File: config.mk
export PLATFORM = sky130hd
export DESIGN_NAME = packed_index_alloc
export DESIGN_NICKNAME = d
export VERILOG_FILES = /design/src/rtl/packed_index_alloc.sv
export SDC_FILE = /design/constraint.sdc
export NUM_CORES = 1
export LEC_CHECK = 0
export BUFFER_PORTS_ARGS = -buffer_cell sky130_fd_sc_hd__buf_2
export CORE_AREA = 5 5 88 90
export DETAILED_ROUTE_END_ITERATION = 6
export DIE_AREA = 0 0 93 95
export PLACE_DENSITY = 0.61
export SETUP_SLACK_MARGIN = 0.02
export SLEW_MARGIN = 15
export SYNTH_ARGS = -nofsm -noshare
export SYNTH_HDL_FRONTEND = slang
export SYNTH_SLANG_ARGS = --single-unit
File: constraint.sdc
create_clock -name clk -period 4.3 [get_ports clk]
set_clock_uncertainty 0.15 [all_clocks]
set_input_delay 0.43 -clock clk [delete_from_list [all_inputs] [get_ports clk]]
set_output_delay 0.43 -clock clk [all_outputs]
set_load 0.02 [all_outputs]
File: src/rtl/packed_index_alloc.sv
// packed_index_alloc: lowest-free index allocator over a 2**IDX_W occupancy mask; PACKED_INDEX_ALLOC_CHECK_EN adds free consistency checking
module packed_index_alloc #(
  parameter int IDX_W = 5
) (
  input  logic                  clk,
  input  logic                  rst_n,
  output logic                  alloc_valid,
  input  logic                  alloc_ready,
  output logic [IDX_W-1:0]      alloc_idx,
  input  logic                  free_valid,
  input  logic [IDX_W-1:0]      free_idx,
  input  logic [2**IDX_W-1:0]   free_sel,
  output logic [IDX_W:0]        count,
  output logic                  full,
  output logic                  empty,
  output logic                  err
);
  localparam int N = 2**IDX_W;
  logic [N-1:0]   r_mask;
  logic [IDX_W:0] r_count;
  logic           w_alloc;
  logic           w_free;
  always_comb begin
    alloc_idx = '0;
    for (int i = N-1; i >= 0; i--) if (!r_mask[i]) alloc_idx = IDX_W'(i);
  end
  assign count       = r_count;
  assign full        = r_count == (IDX_W+1)'(N);
  assign empty       = r_count == '0;
  assign alloc_valid = !full && rst_n;
  assign w_alloc     = alloc_valid && alloc_ready;
  // a free only counts when the entry is really held, so count can never underflow
  assign w_free      = free_valid && r_mask[free_idx];
  always_ff @(posedge clk) begin
    if (!rst_n) begin
      r_mask  <= '0;
      r_count <= '0;
    end else begin
      r_mask  <= (r_mask | ({N{w_alloc}} & (N'(1) << alloc_idx))) & ~({N{w_free}} & (N'(1) << free_idx));
      r_count <= r_count + (IDX_W+1)'(w_alloc) - (IDX_W+1)'(w_free);
    end
  end
`ifdef PACKED_INDEX_ALLOC_CHECK_EN
  logic r_err;
  always_ff @(posedge clk) begin
    if (!rst_n) r_err <= 1'b0;
    else if (free_valid && (free_sel != (N'(1) << free_idx) || !r_mask[free_idx])) r_err <= 1'b1;
  end
  assign err = r_err;
`else
  logic w_unused;
  assign w_unused = ^free_sel;
  assign err      = 1'b0;
`endif
endmodule

; Yosys cells after proc, flatten, opt, wreduce, memory -nomap -nowiden
; Index checks and enable logic that the tools add are counted.
; Widths: inputs -> output; s select.
[op_classes]
n_addsub = 2
order_cmp = 1
n_eq_ne = 1
n_shift = 2
muxes = 34
bitwise_logic = 5
reduce_logical = 5
[op_table]
columns = cell, n
row1 = $mux 5, 32
row2 = $and 32x32->32, 3
row3 = $shl 1x5->32 const A, 2
row4 = $not 32->32, 1
row5 = $or 32x32->32, 1
row6 = $add 6x1->6, 1
row7 = $eq 6x6->1 const B, 1
row8 = $logic_not 6->1, 1
row9 = $lt 5x6->1 const B, 1
row10 = $sub 6x1->6, 1
row11 = $bmux 1 s5, 1
row12 = $logic_and 1x1->1, 3
row13 = $logic_not 1->1, 1
row14 = $mux 1, 1
[totals]
regBits = 38
in_bits = 41
output_inout_bits = 15

; Depth between registers and ports, before layout
[depth]
ltp_word = 36
mapped_depth = 18

; Worst setup path before layout
; OpenSTA, ideal clock, no wires.
[synth_path]
path_kind = input to register
from = in free_idx[0]
to = reg r_count[4] (netlist: count[4])
setup_ns = 0.128
t_arrival_ns = 3.011
required_time_ns = 4.022
slack_ns = 1.011
cell_stages = 18
path_buffers = 1
cell_sequence = buf_2 > mux4_2 > nor2b_1 > a211oi_1 > nor3_1 > a21oi_1 > nor2b_1 > ha_1 > inv_1 > ha_1 > inv_1 > fa_1 > inv_1 > a21oi_1 > nor2_1 > nor2_1 > xor2_1 > nor2_1
[synth_between]
elab_chain_len = 4
[synth_rtl]
columns = item, line_no
row1 = start: declaration, 11  ; input logic [IDX_W-1:0] free_idx,
row2 = $bmux 1 s5, 33  ; assign w_free = free_valid && r_mask[free_idx];
row3 = $mux 1 (not written as such), 33
row4 = $logic_and 1x1->1, 33
row5 = $sub 6x1->6, 40  ; r_count <= r_count + (IDX_W+1)'(w_alloc) - (IDX_W+1)'(w_free);
row6 = end signal: assignment, 40
row7 = end: declaration, 20  ; logic [IDX_W:0] r_count;
; No other way between the ends. The select of a mux whose other input is x is not followed.
; A chain may end at the register's enable or synchronous reset.

; Worst setup path in the final report
; Same ends and word-level chain as after synthesis.

==> impl_metrics.json <==
{
  "synthFlopType": "dfxtp_1",
  "pwr-share-seq": 0.420,
  "ioPinCount": 56,
  "nFillCells": 703,
  "syn_inst": 336,
  "instances_no_fill": 433,
  "crit_type": "in2reg",
  "power_leakage_nw": 1.04,
  "grt_pass1_vias": 2634,
  "clk-insertion-delay-late_ns": 0.30,
  "power_frac_clock": 0.265,
  "ir_drop_mv": 0.242,
  "ctsHoldBuffers": 0,
  "hpwl_um": 6530,
  "tightest_slew_ns": 0.645,
  "drive_above_1_share": 0.182,
  "finalMaxSlewViolations": 0,
  "die-area_mm2": 0.00884,
  "row_count": 31,
  "fp.dieH_um": 95,
  "wirelength_um": 8840,
  "cts_buffers": 5,
  "synth_area_mm2": 0.00283,
  "cts-htree-levels": 2,
  "place.gp.congestion": 0.913,
  "async_flop_share": 0,
  "status": "finished, final reports clean",
  "area_growth_pct": 8.08,
  "fin_area_mm2": 0.00306,
  "dpl.cell_count": 426,
  "internal_power_w": 0.000598,
  "synth_common_cells": "38 x dfxtp_1, 33 x nand2_1, 28 x nor2_1",
  "initial_utilization": 0.406,
  "grtUsageMet1": 0.282,
  "fin_crit_sh": 0.800,
  "synth_edf_count": 0,
  "cp.arrival_ns": 3.46,
  "synthesis.nets": 387,
  "cp_cell_sequence": "buf_2 > mux4_2 > nor2b_1 > a211oi_1 > nor3_1 > a21oi_1 > nor2b_1 > ha_1 > inv_1 > ha_1 > inv_1 > fa_1 > inv_1 > a21oi_1 > nor2_1 > nor2_1 > xor2_1 > nor2_1",
  "path_clk_slew_ns": 0.08,
  "hp-class": "reg2reg",
  "clk_path_buf_depth": 2,
  "grt_util_met3": 0.0406,
  "setup_viol_count_final": 0,
  "p_sw_w": 0.000331,
  "cts_resized": 0,
  "slew-limit-headroom": 0.570,
  "crit_slowest_cell": "mux4_2",
  "cts_root_buf": "clkbuf_8",
  "yosysSeqAreaShare": 0.269,
  "min_period_ns": 3.44,
  "top_usage_layer": "met2",
  "grtUsageTotal": 0.208,
  "yosysMostFrequentCell": "dfxtp_1",
  "ant_nets": 0,
  "totalNegativeSetupSlack_ns": 0,
  "hold_slack_ns": 0.374,
  "antenna_found_initial": 0,
  "drtPass1Iterations": 5,
  "use_met2": 0.307,
  "grt_max_degree": 25,
  "wire_per_inst_um": 20.4,
  "rsz0062_at_grt": "no",
  "setup_slack_ns": 0.859,
  "maxCapViolations": 0,
  "yosysTopAreaCell": "dfxtp_1",
  "viasPerCell": 6.57,
  "max_stage_delay_ns": 0.57,
  "cts_tree": "done",
  "die_w_um": 93,
  "vias": 2846,
  "comb_power_share": 0.315,
  "critPathMaxFanout": 13,
  "switching_share": 0.356,
  "core-area_mm2": 0.00698,
  "antennaDiodeCount": 0,
  "place_ws_ns": 0.557,
  "yosys_register_bits": 38,
  "post_cts_buffers": 0,
  "grt-ovfl-total": 0,
  "grt_pass1_wl_um": 14100,
  "io_buffer_count": 22,
  "ys_types": 79,
  "syn_avg_cell_area_um2": 8.43,
  "clock_sinks": 38,
  "yosysWarnings": 0,
  "yosysTopAreaCellShare": 0.269,
  "drc": 0,
  "placedInstanceArea_mm2": 0.00298,
  "synthTopCellsByArea": "dfxtp_1 27%, nand2_1 4.4%, ha_1 4.0%",
  "drt_iter0_drc": 435,
  "cp.required_ns": 4.32,
  "fmax_ghz": 0.291,
  "start_kind": "input port",
  "p_per_area_mw_per_mm2": 303,
  "nets": 402,
  "finalHoldViolations": 0,
  "critPathCaptureType": "flop"
}
-- power groups by stage --
stage,combinational [W],clock (W),sequential [W]
after floorplan,0.000198,0,0.000416
final,0.000293,0.000246,0.000390
after global placement,0.000288,0,0.000397
after global routing,0.000325,0.000263,0.000393
after detailed placement,0.000293,0,0.000397
after CTS,0.000296,0.000246,0.000390
-- worst paths after layout --
path	slack [ns]	end	start	cells past startpoint
worst max-delay path	0.86	count[4]	free_idx[0]	18
worst min-delay path	0.37	r_mask[10]	r_mask[10]	2
worst max register to register	0.97	count[4]	r_mask[11]	17
worst min register to register	0.37	r_mask[10]	r_mask[10]	2
-- routing by layer --
layer,wire (um),vias to the layer above
li1,-,1316
met2,3830,152
met3,665,41
met5,0,-
met4,455,0
met1,3890,1337
-- placed cells by master (no fill, tap or decap), drive strengths merged, types with 3 or more instances in the layout --
cell	instances
a21o	4
and3	4
a21oi	13
nor4	11
mux4	7
inv	21
buf	23
a21boi	3
clkinv	3
and2	3
nand3	13
a2111oi	3
o221a	13
or2	4
nand2	33
nand4	8
ha	9
dfxtp	38
nor3	17
o21ai	18
nand2b	5
nor2b	5
a31oi	5
nor2	29
a41o	3
mux2i	3
a41oi	7
or3	3
clkbuf	5
-- critical path, delay by kind of cell --
family,cells,cell delay (ns)
adder cells (fa/ha/maj),3,0.86
multiplexers,1,0.57
AND/OR/NAND/NOR,6,0.51
buffers and inverters,4,0.50
AO/OA/AOI/OAI,3,0.43
XOR/XNOR,1,0.15
-- cell families (layout without fill, tap and decap cells) --
| logic type | count (synthesis) | after routing | synth area share |
|---|---|---|---|
| AOI/OAI and AO/OA | 90 | 90 | 0.268 |
| xor gates and xnor gates | 4 | 4 | 0.0124 |
| adders and majority gates | 10 | 10 | 0.0468 |
| buffers and inverters | 37 | 52 | 0.0561 |
| DFF | 38 | 38 | 0.269 |
| muxes | 11 | 11 | 0.0729 |
| other | 1 | 1 | 0.00132 |
| and+or+nand+nor | 145 | 145 | 0.274 |
-- state kept, by name, indices dropped and copies added (netlist names) --
register	count
count	6
r_mask	32
-- layout make-up --
class	count	area [um^2]	share of cell area
clock inverters	2	10.0	0.00327
clock buffers	5	68.8	0.0225
inverters	22	82.6	0.0270
well taps	82	103	0.0335
repair buffers	23	118	0.0384
flip-flops and latches	38	761	0.248
multi-input cells	261	1920	0.627
-- stage by stage --
step           power (W)  utilization
2_1_floorplan   0.000614            -
3_3_place_gp    0.000685        0.427
3_5_place_dp    0.000691        0.427
4_1_cts         0.000931        0.439
5_1_grt         0.000981        0.439
6_report        0.000928        0.439
No activity file was read; power rests on OpenSTA's default activity.
